===== config.mk =====
export PLATFORM = sky130hd
export DESIGN_NAME = pcr_responder_flat
export DESIGN_NICKNAME = d
export VERILOG_FILES = /design/src/rtl/pcr_responder_if.sv /design/src/rtl/pcr_responder.sv /design/src/flat_wrapper.sv
export SDC_FILE = /design/constraint.sdc
export NUM_CORES = 2
export LEC_CHECK = 0
export CAP_MARGIN = 20
export CORE_UTILIZATION = 55
export CTS_CLUSTER_DIAMETER = 120
export DETAILED_ROUTE_END_ITERATION = 10
export GPL_TIMING_DRIVEN = 0
export HOLD_SLACK_MARGIN = 0.06
export PLACE_DENSITY = 0.73
export SKIP_LAST_GASP = 1
export SYNTH_ARGS = -nofsm -noshare
export SYNTH_HDL_FRONTEND = slang
export SYNTH_SLANG_ARGS = --single-unit

===== constraint.sdc =====
create_clock -name clk_i -period 3.79 [get_ports clk_i]
set_input_delay 0.758 -clock clk_i [delete_from_list [all_inputs] [get_ports clk_i]]
set_output_delay 0.758 -clock clk_i [all_outputs]
set_load 0.02 [all_outputs]

===== src/rtl/pcr_responder_if.sv =====
// PCR request/response bundle between a core (master) and a PCR target (slave).
interface pcr_responder_if;
  logic        req_valid;
  logic        req_ready;
  logic [11:0] req_addr;
  logic [63:0] req_data;
  logic [2:0]  req_we;
  logic        req_core_id;
  logic        resp_valid;
  logic [63:0] resp_data;
  logic        resp_core_id;

  modport master (
    output req_valid, req_addr, req_data, req_we, req_core_id,
    input  req_ready, resp_valid, resp_data, resp_core_id
  );

  modport slave (
    input  req_valid, req_addr, req_data, req_we, req_core_id,
    output req_ready, resp_valid, resp_data, resp_core_id
  );
endinterface


===== src/rtl/pcr_responder.sv =====
// PCR target holding NUM_CNT 64-bit event counters with read/write/set/clear access.
// One request in flight: IDLE -> EXEC (access) -> RESP (one-cycle response pulse).
module pcr_responder #(
  parameter logic [11:0] BASE_ADDR = 12'h8C0,
  parameter int unsigned NUM_CNT   = 8
) (
  input  logic               clk_i,
  input  logic               rst_i,
  pcr_responder_if.slave     pcr,
  input  logic [NUM_CNT-1:0] event_i
);

  localparam int unsigned IdxW = (NUM_CNT > 1) ? $clog2(NUM_CNT) : 1;

  typedef enum logic [1:0] {StIdle, StExec, StResp} state_e;

  state_e        state_q;
  logic          ready_q;
  logic          resp_valid_q;
  logic [63:0]   resp_data_q;
  logic          resp_core_id_q;
  logic [11:0]   addr_q;
  logic [63:0]   data_q;
  logic [2:0]    cmd_q;
  logic          core_id_q;
  logic [63:0]   cnt_q [NUM_CNT];
  logic [63:0]   cnt_d [NUM_CNT];

  logic [11:0]   offset;
  logic          hit;
  logic [IdxW-1:0] idx;
  logic [63:0]   cur_val;
  logic [63:0]   wr_val;
  logic          wr_cmd;
  logic          wr_en;

  // Unsigned offset compare plus lower bound keeps the window exact near 12'hFFF.
  assign offset  = addr_q - BASE_ADDR;
  assign hit     = (addr_q >= BASE_ADDR) && (offset < 12'(NUM_CNT));
  assign idx     = offset[IdxW-1:0];
  assign cur_val = cnt_q[idx];
  assign wr_cmd  = (cmd_q == 3'b001) || (cmd_q == 3'b010) || (cmd_q == 3'b011);
  assign wr_en   = (state_q == StExec) && hit && wr_cmd;

  always_comb begin
    wr_val = cur_val & ~data_q;
    case (cmd_q)
      3'b001:  wr_val = data_q;
      3'b010:  wr_val = cur_val | data_q;
      default: wr_val = cur_val & ~data_q;
    endcase
  end

  // A write-class access to a counter overrides its event strobe for that cycle.
  always_comb begin
    for (int unsigned k = 0; k < NUM_CNT; k++) begin
      cnt_d[k] = cnt_q[k] + 64'(event_i[k]);
      if (wr_en && (idx == IdxW'(k))) begin
        cnt_d[k] = wr_val;
      end
    end
  end

  always_ff @(posedge clk_i) begin
    if (rst_i) begin
      state_q        <= StIdle;
      ready_q        <= 1'b1;
      resp_valid_q   <= 1'b0;
      resp_data_q    <= '0;
      resp_core_id_q <= 1'b0;
      addr_q         <= '0;
      data_q         <= '0;
      cmd_q          <= '0;
      core_id_q      <= 1'b0;
      for (int unsigned k = 0; k < NUM_CNT; k++) begin
        cnt_q[k] <= '0;
      end
    end else begin
      cnt_q        <= cnt_d;
      resp_valid_q <= 1'b0;
      unique case (state_q)
        StIdle: begin
          if (pcr.req_valid && ready_q) begin
            addr_q    <= pcr.req_addr;
            data_q    <= pcr.req_data;
            cmd_q     <= pcr.req_we;
            core_id_q <= pcr.req_core_id;
            ready_q   <= 1'b0;
            state_q   <= StExec;
          end
        end
        StExec: begin
          resp_data_q    <= hit ? cur_val : 64'd0;
          resp_core_id_q <= core_id_q;
          resp_valid_q   <= 1'b1;
          state_q        <= StResp;
        end
        StResp: begin
          ready_q <= 1'b1;
          state_q <= StIdle;
        end
        default: begin
          ready_q <= 1'b1;
          state_q <= StIdle;
        end
      endcase
    end
  end

  assign pcr.req_ready    = ready_q;
  assign pcr.resp_valid   = resp_valid_q;
  assign pcr.resp_data    = resp_data_q;
  assign pcr.resp_core_id = resp_core_id_q;

endmodule


===== src/flat_wrapper.sv =====
// flat-port wrapper written by rule: the top's interface ports become plain ports
module pcr_responder_flat 
#(
  parameter logic [11:0] BASE_ADDR = 12'h8C0,
  parameter int unsigned NUM_CNT   = 8
)
  (clk_i, rst_i, event_i, pcr_req_valid, pcr_req_addr, pcr_req_data, pcr_req_we, pcr_req_core_id, pcr_req_ready, pcr_resp_valid, pcr_resp_data, pcr_resp_core_id);
  pcr_responder_if pcr_i ();
  input  logic clk_i;
  input  logic rst_i;
  input  logic [NUM_CNT-1:0] event_i;
  input wire logic [$bits(pcr_i.req_valid)-1:0] pcr_req_valid;
  input wire logic [$bits(pcr_i.req_addr)-1:0] pcr_req_addr;
  input wire logic [$bits(pcr_i.req_data)-1:0] pcr_req_data;
  input wire logic [$bits(pcr_i.req_we)-1:0] pcr_req_we;
  input wire logic [$bits(pcr_i.req_core_id)-1:0] pcr_req_core_id;
  output wire logic [$bits(pcr_i.req_ready)-1:0] pcr_req_ready;
  output wire logic [$bits(pcr_i.resp_valid)-1:0] pcr_resp_valid;
  output wire logic [$bits(pcr_i.resp_data)-1:0] pcr_resp_data;
  output wire logic [$bits(pcr_i.resp_core_id)-1:0] pcr_resp_core_id;
  assign pcr_i.req_valid = pcr_req_valid;
  assign pcr_i.req_addr = pcr_req_addr;
  assign pcr_i.req_data = pcr_req_data;
  assign pcr_i.req_we = pcr_req_we;
  assign pcr_i.req_core_id = pcr_req_core_id;
  assign pcr_req_ready = pcr_i.req_ready;
  assign pcr_resp_valid = pcr_i.resp_valid;
  assign pcr_resp_data = pcr_i.resp_data;
  assign pcr_resp_core_id = pcr_i.resp_core_id;
  pcr_responder #(.BASE_ADDR(BASE_ADDR), .NUM_CNT(NUM_CNT)) u_core (.clk_i(clk_i), .rst_i(rst_i), .pcr(pcr_i), .event_i(event_i));
endmodule

==> results.txt <==
Outcome - complete, but fails checks
Violated checks - setup timing
RSZ-0062 raised after global routing - yes
Crit path max fanout - 10
Final WS setup - -63.0 ps
WL per Instance - 28.7 um
Dpl cells - 5,488
Count leader, synth - nor2_1
Pleak - 13.6 nW
FF+latch count, synth - 661
Worst Setup Path Type - flop to flop
Post-Syn Instances - 4,422
Startpoint types - flop
First-pass GRT wire length - 231,000 um
Most used DFF post-synth - dfxtp_1
Die height - 263 um
Tcrit/Tclk final - 102%
CTS tree - done
Number of synthesized flops with an enable pin - 0
Worst endpoint data arrival time - 4380 ps
Final setup viols - 22
Initial antenna violation count - 3
Min Hold Slack - 459 ps
Die ar. - 68,900 um2
# H-tree levels - 3
Row cnt - 95
Post-Synth Simple-Gate Area - 23.9%
Worst EP required - 4310 ps
Final min period - 3850 ps
Endpoints failing hold - 0
Syn_nets - 4,529
Total of max-cap violations - 0
Initial Utilization - 55.6%
Synth top cells by count - nor2_1, dfxtp_1, a211oi_1
DRC - 0
Unique masters post-synth - 66
Peak VDD IR - 385 uV
Compound-cell area share of the yosys netlist - 15.7%
Die Span X - 263 um
Largest family of logic cells by synthesized area - simple AND/OR/NAND/NOR gates
Reg2reg path depth - 9
Crit. End Element - flop
Non-Filler Instances - 5,634
Global-route usage over all layers - 45.7%
Post-layout util - 64.4%
Drt initial violations - 5,360
HP Class - flop to flop
Clk Latency, worst-skew pair - 630 ps
PnR Total Power - 16.1 mW
Pin count of the biggest net entering global routing - 15
Layout cells sized above 1 - 9.59%
Area share of fa/ha/maj cells after synthesis - 0.536%
Setup TNS Final - -743 ps
I/O pins - 158
Detailed Place HPWL - 128,000 um
Clk sink count - 661
XOR/XNOR Fraction of Synth Area - 10.7%
Via density - 6.68
Antenna Violating Nets Remaining - 0
Slew @ Worst Pin - 1440 ps
GPL Wtd Cong - 1.05
Post-synthesis sequential area ratio - 35.4%
Core area - 67,200 um2
CTS Buffer Depth - 3
Synth area leader - dfxtp_1
Normalized max-slew margin - 3.77%
Vias post-DR - 37.6k
Synth top area cells - dfxtp_1, a211oi_1, xnor2_1
Hold path cells - 2
Global route total overflow - 0
Port Buffers - 156
Clk root buf - clkbuf_16
Total routed wirelength - 162,000 um
Share of the synthesized area in the top cell type - 35.4%
Post-synth ARST share - 0%
TritonRoute pass-1 iters - 7
# hold bufs at CTS - 0
Slew Limit Fails - 0
Mapped Avg Cell Area - 8.44 um2
Post-Syn Area - 37,300 um2
Mux cell area share after synthesis - 9.68%
Num CTS Buffers - 75
Vias in the first global route - 34.0k
Synth Warn # - 0
Worst Skew - 23.9 ps
Clock transition at path regs - 60 ps
Total Nets Final - 4,808
Fmax - 260 MHz
Power density cells - 371 nW/um2
Area grow syn2layout - 15.8%
metal layers:
layer	wire length [um]	share of wire, %	GRT usage [%]	up-vias
li1	-	-	-	16706
met1	62700	39	62.4	17995
met2	67500	42	66.6	2514
met3	23400	14	13.1	411
met4	8190	5.1	21.1	2
met5	9	0.0056	0	-
report_power, final:
| part | switching (mW) | internal, mW | total [mW] | leakage (nW) |
|---|---|---|---|---|
| Clock | 3.21 | 4.49 | 7.70 | 1.24 |
| Sequential | 0.0844 | 7.03 | 7.11 | 5.34 |
| Combinational | 0.858 | 0.396 | 1.25 | 7.05 |
timing repair:
action | 4_1_cts | 5_1_grt
gates resized for setup | 33 | 31
endpoints found under the hold margin | 0 | 0
setup buffers | 1 | 0
pin swaps | 1 | 0
endpoints found under the setup margin | 327 | 194
gates cloned | 0 | 0
layout make-up:
class                      instances  area [um2]
clock buffer                     103        2210
sequential                       661       13200
multi-input combinational       3378       22800
clock inverter                    30         327
timing repair buffer             203        1970
antenna                            4        10.0
buffer                           313        1290
inverter                          69         259
tap                              873        1090
fill                            5912       23900
sequential cells by signal, summed over array words and instances (netlist names):
name / flops
u_core.pcr.resp_valid: 1
u_core.pcr.req_ready: 1
u_core.pcr.resp_data: 64
u_core.addr_q: 12
u_core.pcr.resp_core_id: 1
u_core.state_q: 2
u_core.data_q: 64
u_core.cmd_q: 3
u_core.core_id_q: 1
u_core.cnt_q: 512
cells in the final DEF (no fill, tap or decap), types with 10 or more instances in the layout:
cell type	Yosys	routed
nor4_1	82	76
clkbuf_2	1	11
or3_1	12	12
a22oi_2	0	14
a22o_1	16	16
nor2_1	669	669
nand4_1	168	168
clkbuf_8	2	16
mux2i_1	31	29
xnor2_1	342	342
or2_2	15	15
ha_1	16	16
mux2_2	37	37
a211oi_1	461	461
nand2b_1	10	10
clkbuf_1	264	263
dfxtp_1	661	661
buf_2	18	31
nand2_1	357	357
a21oi_1	162	157
a21o_1	21	21
and3_1	68	68
clkdlybuf4s50_1	0	156
inv_1	69	69
clkbuf_16	0	79
and4_1	38	38
nor3_1	162	158
o21ai_0	43	43
clkinv_2	0	15
nand3_1	204	204
o31ai_2	0	10
o21a_1	21	21
or4_1	15	15
a221oi_1	15	15
mux4_2	127	127
buf_4	0	24
buf_1	24	19
and2_1	23	23
a22oi_1	55	41
xor2_1	116	116
cells by family after synthesis:
kind of cell | after synthesis
buffers and inverters | 383
multiplexers | 196
XOR/XNOR | 458
adder cells (fa/ha/maj) | 16
AND/OR/NAND/NOR | 1869
AO/OA/AOI/OAI | 839
flip-flops | 661
worst paths after layout:
| path | start | endpoint | slack [ps] |
|---|---|---|---|
| hold reg to reg | u_core.addr_q[11]$_SDFFE_PP0P_ | u_core.addr_q[11]$_SDFFE_PP0P_ | 460 |
| setup / recovery | u_core.addr_q[2]$_SDFFE_PP0P_ | u_core.cnt_q[161]$_SDFF_PP0_ | -60 |
| hold / removal | u_core.addr_q[11]$_SDFFE_PP0P_ | u_core.addr_q[11]$_SDFFE_PP0P_ | 460 |
| setup reg to reg | u_core.addr_q[2]$_SDFFE_PP0P_ | u_core.cnt_q[161]$_SDFF_PP0_ | -60 |
critical path, stage by stage (launching register included):
cell      delay (ps)
dfxtp_1          620
buf_2            380
clkbuf_1         780
mux4_2           500
mux2i_1          460
nor3_1            80
a21oi_1          400
buf_4            290
a21oi_1           90
o21a_1           150
per-stage QoR:
stage / area, um2 / setup WS [ps]
5_1_grt: 43200 / -30.8
6_report: 43200 / -63.0
3_5_place_dp: 40400 / -1000
2_1_floorplan: 37300 / 587
4_1_cts: 43000 / 26.4
3_3_place_gp: 40000 / -1260
Note: power is estimated with default switching activity, not from simulation.
